[src/rtl/dm_responder.sv]
// dm_responder: data-memory responder for the processor core.
// Serves the core's data-memory port during RUN (registered read data,
// read-first on same-address write) and gives the host a load/readback port
// while the core is stopped (LOAD after reset, HALT after end of program).
// Host and processor accesses never overlap: host_ready is low exactly while
// the state is RUN, so one shared address/write path feeds the memory.
module dm_responder #(
  parameter int ADDR_W = 12,
  parameter int DATA_W = 12,
  parameter int BUS_W  = 17,
  parameter int DEPTH  = 256
) (
  input  logic              clk,
  input  logic              rst_n,
  input  logic [ADDR_W-1:0] ar_in,
  input  logic [BUS_W-1:0]  bus_in,
  input  logic              dm_en,
  input  logic              end_process,
  output logic [DATA_W-1:0] dm_out,
  output logic              proc_run,
  input  logic              host_valid,
  output logic              host_ready,
  input  logic              host_wr,
  input  logic [ADDR_W-1:0] host_addr,
  input  logic [DATA_W-1:0] host_wdata,
  output logic [DATA_W-1:0] host_rdata,
  output logic              host_rvalid,
  input  logic              host_go,
  output logic              addr_err,
  output logic [15:0]       wr_count
);

  localparam int              IDX_W   = (DEPTH > 1) ? $clog2(DEPTH) : 1;
  localparam logic [ADDR_W:0] DEPTH_L = (ADDR_W + 1)'(DEPTH);

  typedef enum logic [1:0] {
    ST_LOAD = 2'd0,
    ST_RUN  = 2'd1,
    ST_HALT = 2'd2
  } state_t;

  state_t            state_q, state_d;
  logic              proc_run_q, proc_run_d;
  logic              host_ready_q, host_ready_d;
  logic [DATA_W-1:0] dm_out_q, dm_out_d;
  logic [DATA_W-1:0] host_rdata_q, host_rdata_d;
  logic              host_rvalid_q, host_rvalid_d;
  logic              addr_err_q, addr_err_d;
  logic [15:0]       wr_count_q, wr_count_d;

  logic [DATA_W-1:0] mem [DEPTH];

  logic              in_run;
  logic              host_acc;
  logic              host_rd;
  logic [ADDR_W-1:0] acc_addr;
  logic              acc_active;
  logic              acc_in_range;
  logic [IDX_W-1:0]  acc_idx;
  logic [DATA_W-1:0] rd_word;
  logic              mem_we;
  logic [DATA_W-1:0] mem_wdata;
  logic              unused_bus_hi;

  // Upper processor bus bits carry no memory data.
  assign unused_bus_hi = ^bus_in[BUS_W-1:DATA_W];

  assign in_run       = (state_q == ST_RUN);
  assign host_acc     = host_valid & host_ready_q;
  assign host_rd      = host_acc & ~host_wr;
  assign acc_addr     = in_run ? ar_in : host_addr;
  assign acc_active   = in_run | host_acc;
  assign acc_in_range = ({1'b0, acc_addr} < DEPTH_L);
  assign acc_idx      = acc_addr[IDX_W-1:0];
  assign rd_word      = acc_in_range ? mem[acc_idx] : '0;
  assign mem_we       = acc_in_range & (in_run ? dm_en : (host_acc & host_wr));
  assign mem_wdata    = in_run ? bus_in[DATA_W-1:0] : host_wdata;

  // Run-control state machine: next-state decode.
  always_comb begin
    state_d = state_q;
    case (state_q)
      ST_LOAD, ST_HALT: if (host_go)     state_d = ST_RUN;
      ST_RUN:           if (end_process) state_d = ST_HALT;
      default:                           state_d = ST_LOAD;
    endcase
  end

  // Next values of registered outputs; run/ready decode the next state so
  // they line up with the state register on every edge.
  always_comb begin
    proc_run_d    = (state_d == ST_RUN);
    host_ready_d  = (state_d != ST_RUN);
    dm_out_d      = in_run ? rd_word : dm_out_q;
    host_rdata_d  = host_rd ? rd_word : host_rdata_q;
    host_rvalid_d = host_rd;
    addr_err_d    = addr_err_q | (acc_active & ~acc_in_range);
    wr_count_d    = wr_count_q;
    if (!in_run && host_go) begin
      wr_count_d = '0;
    end else if (in_run && mem_we && (wr_count_q != 16'hFFFF)) begin
      wr_count_d = wr_count_q + 16'd1;
    end
  end

  // Control and output registers with asynchronous reset.
  always_ff @(posedge clk or negedge rst_n) begin
    if (!rst_n) begin
      state_q       <= ST_LOAD;
      proc_run_q    <= 1'b0;
      host_ready_q  <= 1'b0;
      dm_out_q      <= '0;
      host_rdata_q  <= '0;
      host_rvalid_q <= 1'b0;
      addr_err_q    <= 1'b0;
      wr_count_q    <= '0;
    end else begin
      state_q       <= state_d;
      proc_run_q    <= proc_run_d;
      host_ready_q  <= host_ready_d;
      dm_out_q      <= dm_out_d;
      host_rdata_q  <= host_rdata_d;
      host_rvalid_q <= host_rvalid_d;
      addr_err_q    <= addr_err_d;
      wr_count_q    <= wr_count_d;
    end
  end

  // Memory array: single write port, contents survive reset.
  always_ff @(posedge clk) begin
    if (mem_we) begin
      mem[acc_idx] <= mem_wdata;
    end
  end

  assign dm_out      = dm_out_q;
  assign proc_run    = proc_run_q;
  assign host_ready  = host_ready_q;
  assign host_rdata  = host_rdata_q;
  assign host_rvalid = host_rvalid_q;
  assign addr_err    = addr_err_q;
  assign wr_count    = wr_count_q;

endmodule

[config.mk]
export PLATFORM = sky130hd
export DESIGN_NAME = dm_responder
export DESIGN_NICKNAME = d
export VERILOG_FILES = /design/src/rtl/dm_responder.sv
export SDC_FILE = /design/constraint.sdc
export NUM_CORES = 2
export LEC_CHECK = 0
export CORE_MARGIN = 10
export CORE_UTILIZATION = 50
export DETAILED_ROUTE_END_ITERATION = 10
export PLACE_DENSITY = 0.72
export SLEW_MARGIN = 20
export SYNTH_ARGS = -nofsm -noshare
export SYNTH_HDL_FRONTEND = slang
export SYNTH_SLANG_ARGS = --single-unit
[constraint.sdc]
create_clock -name clk -period 13.4 [get_ports clk]
set_input_delay 2.68 -clock clk [delete_from_list [all_inputs] [get_ports clk]]
set_output_delay 2.68 -clock clk [all_outputs]
set_load 0.03 [all_outputs]
# == Word-level counts from Yosys, hierarchy flattened ==
# Memories as Yosys holds them, arrays and structs flattened.
# Cells that the tools add are included.
# word_totals
register_bits,46
latch_bits,0
ramBits,3072
romBits,0
in_bits,60
output_inout_bits,44
word_cells,43
mem_count,1
# memory_table
name,depth,word_bits,read_ports,rd_ports_with_merged_regs,write_ports,line_no,text
mem,256,12,1,0,1,51,logic [DATA_W-1:0] mem [DEPTH];
# classes
n_addsub,1
n_mul,0
div_mod_pow,0
order_cmp,1
eq_ne,5
n_shift,0
muxes,11
n_bitwise,9
reduce_logical,7
# ops
cell,n
12-bit 2-to-1 mux,3
16-bit 2-to-1 mux,2
"16-bit by 1-bit adder with 16-bit output, second input constant",1
"16-bit inequality test, second input constant",1
"12-bit by 9-bit < comparator with 1-bit output, second input constant",1
1-bit bitwise AND,5
"2-bit by 1-bit equality test with 1-bit output, second input constant",2
2-bit 2-to-1 mux,2
2-bit one-hot mux with 2 select lines,1
1-bit logical AND,3
1-bit 2-to-1 mux,3
"2-bit equality test, second input constant",1
2-bit logical NOT,1
"2-bit by 1-bit inequality test with 1-bit output, second input constant",1
1-bit inverter,2
1-bit bitwise OR,2
2-bit nonzero test,1
2-bit OR reduction,1
1-bit logical NOT,1

# == Depth between registers and ports, before layout ==
# depth
word_depth,8
ltp_mapped,12
mapped_depth_nobuf,8

# == Least setup slack after synthesis ==
# OpenSTA, ideal clock, no wires.
# synth_path
path_kind,input-to-reg
start,in bus_in[10]
end,mem mem[0][10] (data pin)
setup_time_ns,0.823
arrival_ns,5.777
required_time_ns,12.577
path_slack_ns,6.801
path_stages,2
n_path_buf,0
path_cell_list,nand2_1 -> nand2_1
# synth_via
elab_chain_cells,1
# synth_rtl
element,line_no,text
"start, declared",16,"input logic [BUS_W-1:0] bus_in,"
12-bit 2-to-1 mux,77,assign mem_wdata = in_run ? bus_in[DATA_W-1:0] : host_wdata;
net mem_wdata[10],62,logic [DATA_W-1:0] mem_wdata;
"end, declared",51,
# The timed path passes the listed nets, and every way through them passes these cells.

# == Worst setup path in the final report ==
# layout_path
start,in host_addr[1]
end,reg host_rdata_q[7] (netlist: host_rdata[7])
# layout_via
elab_chain_cells,3
elab_cells_between_ends,4
classes_between,order compare (1); mux (2); memory (1)
# layout_rtl
element,line_no,text
"start, declared",24,"input logic [ADDR_W-1:0] host_addr,"
12-bit 2-to-1 mux *,71,assign acc_addr = in_run ? ar_in : host_addr;
memory read 256 x 12 bit / 12-bit by 9-bit < comparator with 1-bit output (equally long branches),-,
12-bit 2-to-1 mux *,75,assign rd_word = acc_in_range ? mem[acc_idx] : '0;
"end signal, assigned",122,host_rdata_q <= host_rdata_d;
"end, declared",46,"logic [DATA_W-1:0] host_rdata_q, host_rdata_d;"
# Mark *: on every way between the ends. The rest lies on a longest branch, timed or not.
# A chain may end at the register's enable or synchronous reset.

==> flow_summary.toml <==
[worst_setup_path]
worst-r2r-setup-slack_ps = 6910
critPathMaxStageDelay_ps = 1010
critical_path.most_common_cell = "sky130_fd_sc_hd__buf_4"
cp_slowest_cell = "sky130_fd_sc_hd__o41ai_1"
worst_r2r_startpoint = "state_q[1]"
worst-endpoint-arrival_ps = 8570
critPathBufInv = 4
critPathRequiredTime_ps = 14260
critical_path_cell_count = 11
timing.reg2reg.worst_path_depth = 11
critical_path_peak_fanout = 50
cp-end-kind = "register"
crit_path_cell_trace = "clkdlybuf4s50_1 -> inv_1 -> a31oi_4 -> buf_4 -> buf_4 -> o22ai_1 -> o21ai_0 -> a41oi_1 -> o41ai_1 -> nand3_1 -> o31ai_1"
worst_setup_path_start_kind = "input port"
start_to_end_type_of_the_worst_setup_path = "input port to register"
timing.critical_path.max_delay_family = "compound AO/OA/AOI/OAI gates"
worst_r2r_endpoint = "dm_out[11]"

[logic_synthesis]
synth-edff-count = 3072
synth_nets = 6763
postSynthAreaPerCell_um2 = 17.0
synthTopCellsByArea = "sky130_fd_sc_hd__edfxtp_1 (81%), sky130_fd_sc_hd__o22ai_1 (7.8%), sky130_fd_sc_hd__o21ai_0 (3.1%), sky130_fd_sc_hd__a41oi_1 (1.4%), sky130_fd_sc_hd__buf_2 (1.1%)"
ys_types = 53
synth_top_flop_cell = "sky130_fd_sc_hd__edfxtp_1"
netlist.area_leader.share_pct = 81.0
async_reset_ff_share_pct = 1.48
mappedNetlistArea_um2 = 114000
yosysWarningCount = 0
ys_ff_latch = 3118
postSynthCellCount = 6702
synth_largest_area_cell = "sky130_fd_sc_hd__edfxtp_1"
synth_sequential_area_ratio_pct = 82.0

[layout]
layout-area-overhead-vs-synth_pct = 12.9
layout.core_utilization_pct = 56.6
layout.cells.non_filler = 10100
drive_gt1_share_pct = 11.8
nets = 6909
num-fill-cells = 16500
stdcell_area_um2 = 129000

[routing]
drcViolationCount = 0
detailroute.via_count = 68500
detail_route.wirelength_um = 319000
detailedRoute.firstIterationViolations = 10500
drt-vias-per-instance = 6.79
first_pass_iters = 6
post_drt_wl_per_cell_um = 31.6
postRouteAntennaNets = 0

[die]
design.die.area_um2 = 247000
die_height_um = 497
io-pin-count = 104
fp_rows = 175
die_w_um = 497
design.core.area_um2 = 227000
initial_core_util_pct = 50.1

[placed_design]
numPlacedInstances = 9543
placement_cell_area_um2 = 119000
detailedPlacementHpwl_um = 176000
port-buffer-count = 98
place.gp.congestion = 0.836

[sta]
report.final.setup_viol = 0
timing.max_slew.rel_slack_pct = 13.6
slew_worst_pin_ps = 1280
final_min_period_over_clock_period_pct = 57.5
timing_hold_violations_final = 0
clock-skew-final_ps = 63.4
period_needed_ps = 7710
setup-tns-final_ps = 0
grt_setup_unrepaired = "no"
slew_violations = 0
fmax_mhz = 130

[min_path]
hold_start = "addr_err"
holdPathEnd = "addr_err"
whs_path_depth = 1
hold_path_class = "register to register"

[global_route]
grt_remaining_overflow = 0
grt_usage_pct = 24.8
first_global_vias = 65700
grt_pass1_wl_um = 457000
grt_max_degree = 181
number_of_antenna_violations_at_the_first_check_in_global_routing = 15

[cts]
clk_transition_reported_paths_ps = 60
cts-buffers-inserted = 312
post_cts_resized = 0
insertion_delay_ps = 970
tritoncts_sinks = 3118
cts-root-to-sink-buffers = 4
clock_tree.root_cell = "sky130_fd_sc_hd__clkbuf_16"
htree_levels = 5
post_cts.repair.setup_buffers = 0
postCtsHoldBufs = 0
cts_tree = "yes"

[pwr]
leakage_nw = 38.3
power_frac_comb_pct = 12.1
internal_power_w = 0.0167
p_sw_share_pct = 25.5
power_density_nw_per_um2 = 175
switchingPower_w = 0.00573
pwr-share-seq_pct = 50.4
irDropWorstVdd_v = 0.000165
power.share.clock_pct = 37.5
power.total_w = 0.0225

[flow_run]
drv_cap = 0

[status]
outcome = "completed"
==> power groups by stage <==
stage	combinational, W	sequential (W)	clock, W
6_report	0.00272	0.0113	0.00843
4_1_cts	0.00263	0.0113	0.00846
3_5_place_dp	0.00262	0.0115	0
5_1_grt	0.00281	0.0113	0.00884
3_3_place_gp	0.00254	0.0115	0
2_1_floorplan	0.00143	0.0117	0
==> flip-flops by register name (all words and copies together) (netlist names) <==
| name | count |
|---|---|
| addr_err | 1 |
| dm_out | 12 |
| host_rdata | 12 |
| host_ready | 1 |
| host_rvalid | 1 |
| mem | 3072 |
| proc_run | 1 |
| state_q | 2 |
| wr_count | 16 |
==> logic make-up (layout without fill, tap and decap cells) <==
family,Yosys count,in the layout,synth area share [%]
simple gates,477,477,1.74
fa+ha+maj,1,1,0.0110
flops,3118,3118,82.0
compound gates,2587,2587,14.1
other cells,0,5,0
buf+inv,501,864,2.01
xor+xnor,15,15,0.115
mux,3,3,0.0275
==> routing by layer <==
| metal | global-route usage, % | part of all wire, % | vias to the layer above |
|---|---|---|---|
| met5 | 0.328 | 0.068 | - |
| met4 | 11.5 | 5.1 | 17 |
| met3 | 7.29 | 14 | 842 |
| met2 | 37.5 | 46 | 5162 |
| met1 | 33.2 | 35 | 34200 |
| li1 | - | - | 28200 |
==> area by class of cell <==
class                           count  area (um^2)  area share (%)
Antenna cell                        5         12.5         0.00973
Clock buffer                      371         8160            6.34
Clock inverter                    160         1540            1.19
Inverter                           12         45.0          0.0350
Multi-Input combinational cell   3083        18800            14.6
Sequential cell                  3118        93400            72.7
Tap cell                         3009         3760            2.93
Timing Repair Buffer              321         2850            2.21
==> cells in the mapped netlist (28+ instances only) <==
cell type	number
sky130_fd_sc_hd__edfxtp_1	3072
sky130_fd_sc_hd__o22ai_1	1418
sky130_fd_sc_hd__o21ai_0	703
sky130_fd_sc_hd__nor2_1	285
sky130_fd_sc_hd__buf_2	250
sky130_fd_sc_hd__clkbuf_1	206
sky130_fd_sc_hd__a41oi_1	179
sky130_fd_sc_hd__a22oi_1	128
sky130_fd_sc_hd__nand2_1	108
sky130_fd_sc_hd__a21oi_1	64
sky130_fd_sc_hd__dfrtp_1	46
sky130_fd_sc_hd__o41ai_1	28
==> worst max path at each step <==
stage / startpoint / end / slack (ps)
after floorplan: bus_in[10] / mem[0][10] / 6800
after global placement: host_addr[1] / host_rdata[6] / 4990
after detailed placement: host_addr[1] / dm_out[6] / 5010
after CTS: host_addr[1] / dm_out[7] / 6050
after global routing: host_addr[1] / host_rdata[7] / 5670
final: host_addr[1] / host_rdata[7] / 5690
==> stage by stage <==
stage	worst slack [ps]	hold slack, ps
after global placement	4990	450
final	5690	471
after CTS	6050	484
after floorplan	6800	528
after detailed placement	5010	466
after global routing	5670	507
==> placed cells by master, fill, tap and decap left out, drive strengths merged, types with 4 or more instances in the layout <==
master,n
nor3,6
o21ai,725
bufinv,29
o31ai,24
inv,20
nand3,23
a21oi,64
buf,224
a31oi,4
o22ai,1418
clkbuf,371
xor2,11
nand2,108
xnor2,4
nand3b,4
edfxtp,3072
diode,5
o21a,4
nor2,285
nand4,5
nor4,26
a41oi,179
a22oi,128
clkinv,114
clkinvlp,9
and3,5
clkdlybuf4s50,97
a31o,4
nand2b,5
o41ai,28
dfrtp,46
No activity file was read; power rests on OpenSTA's default activity.
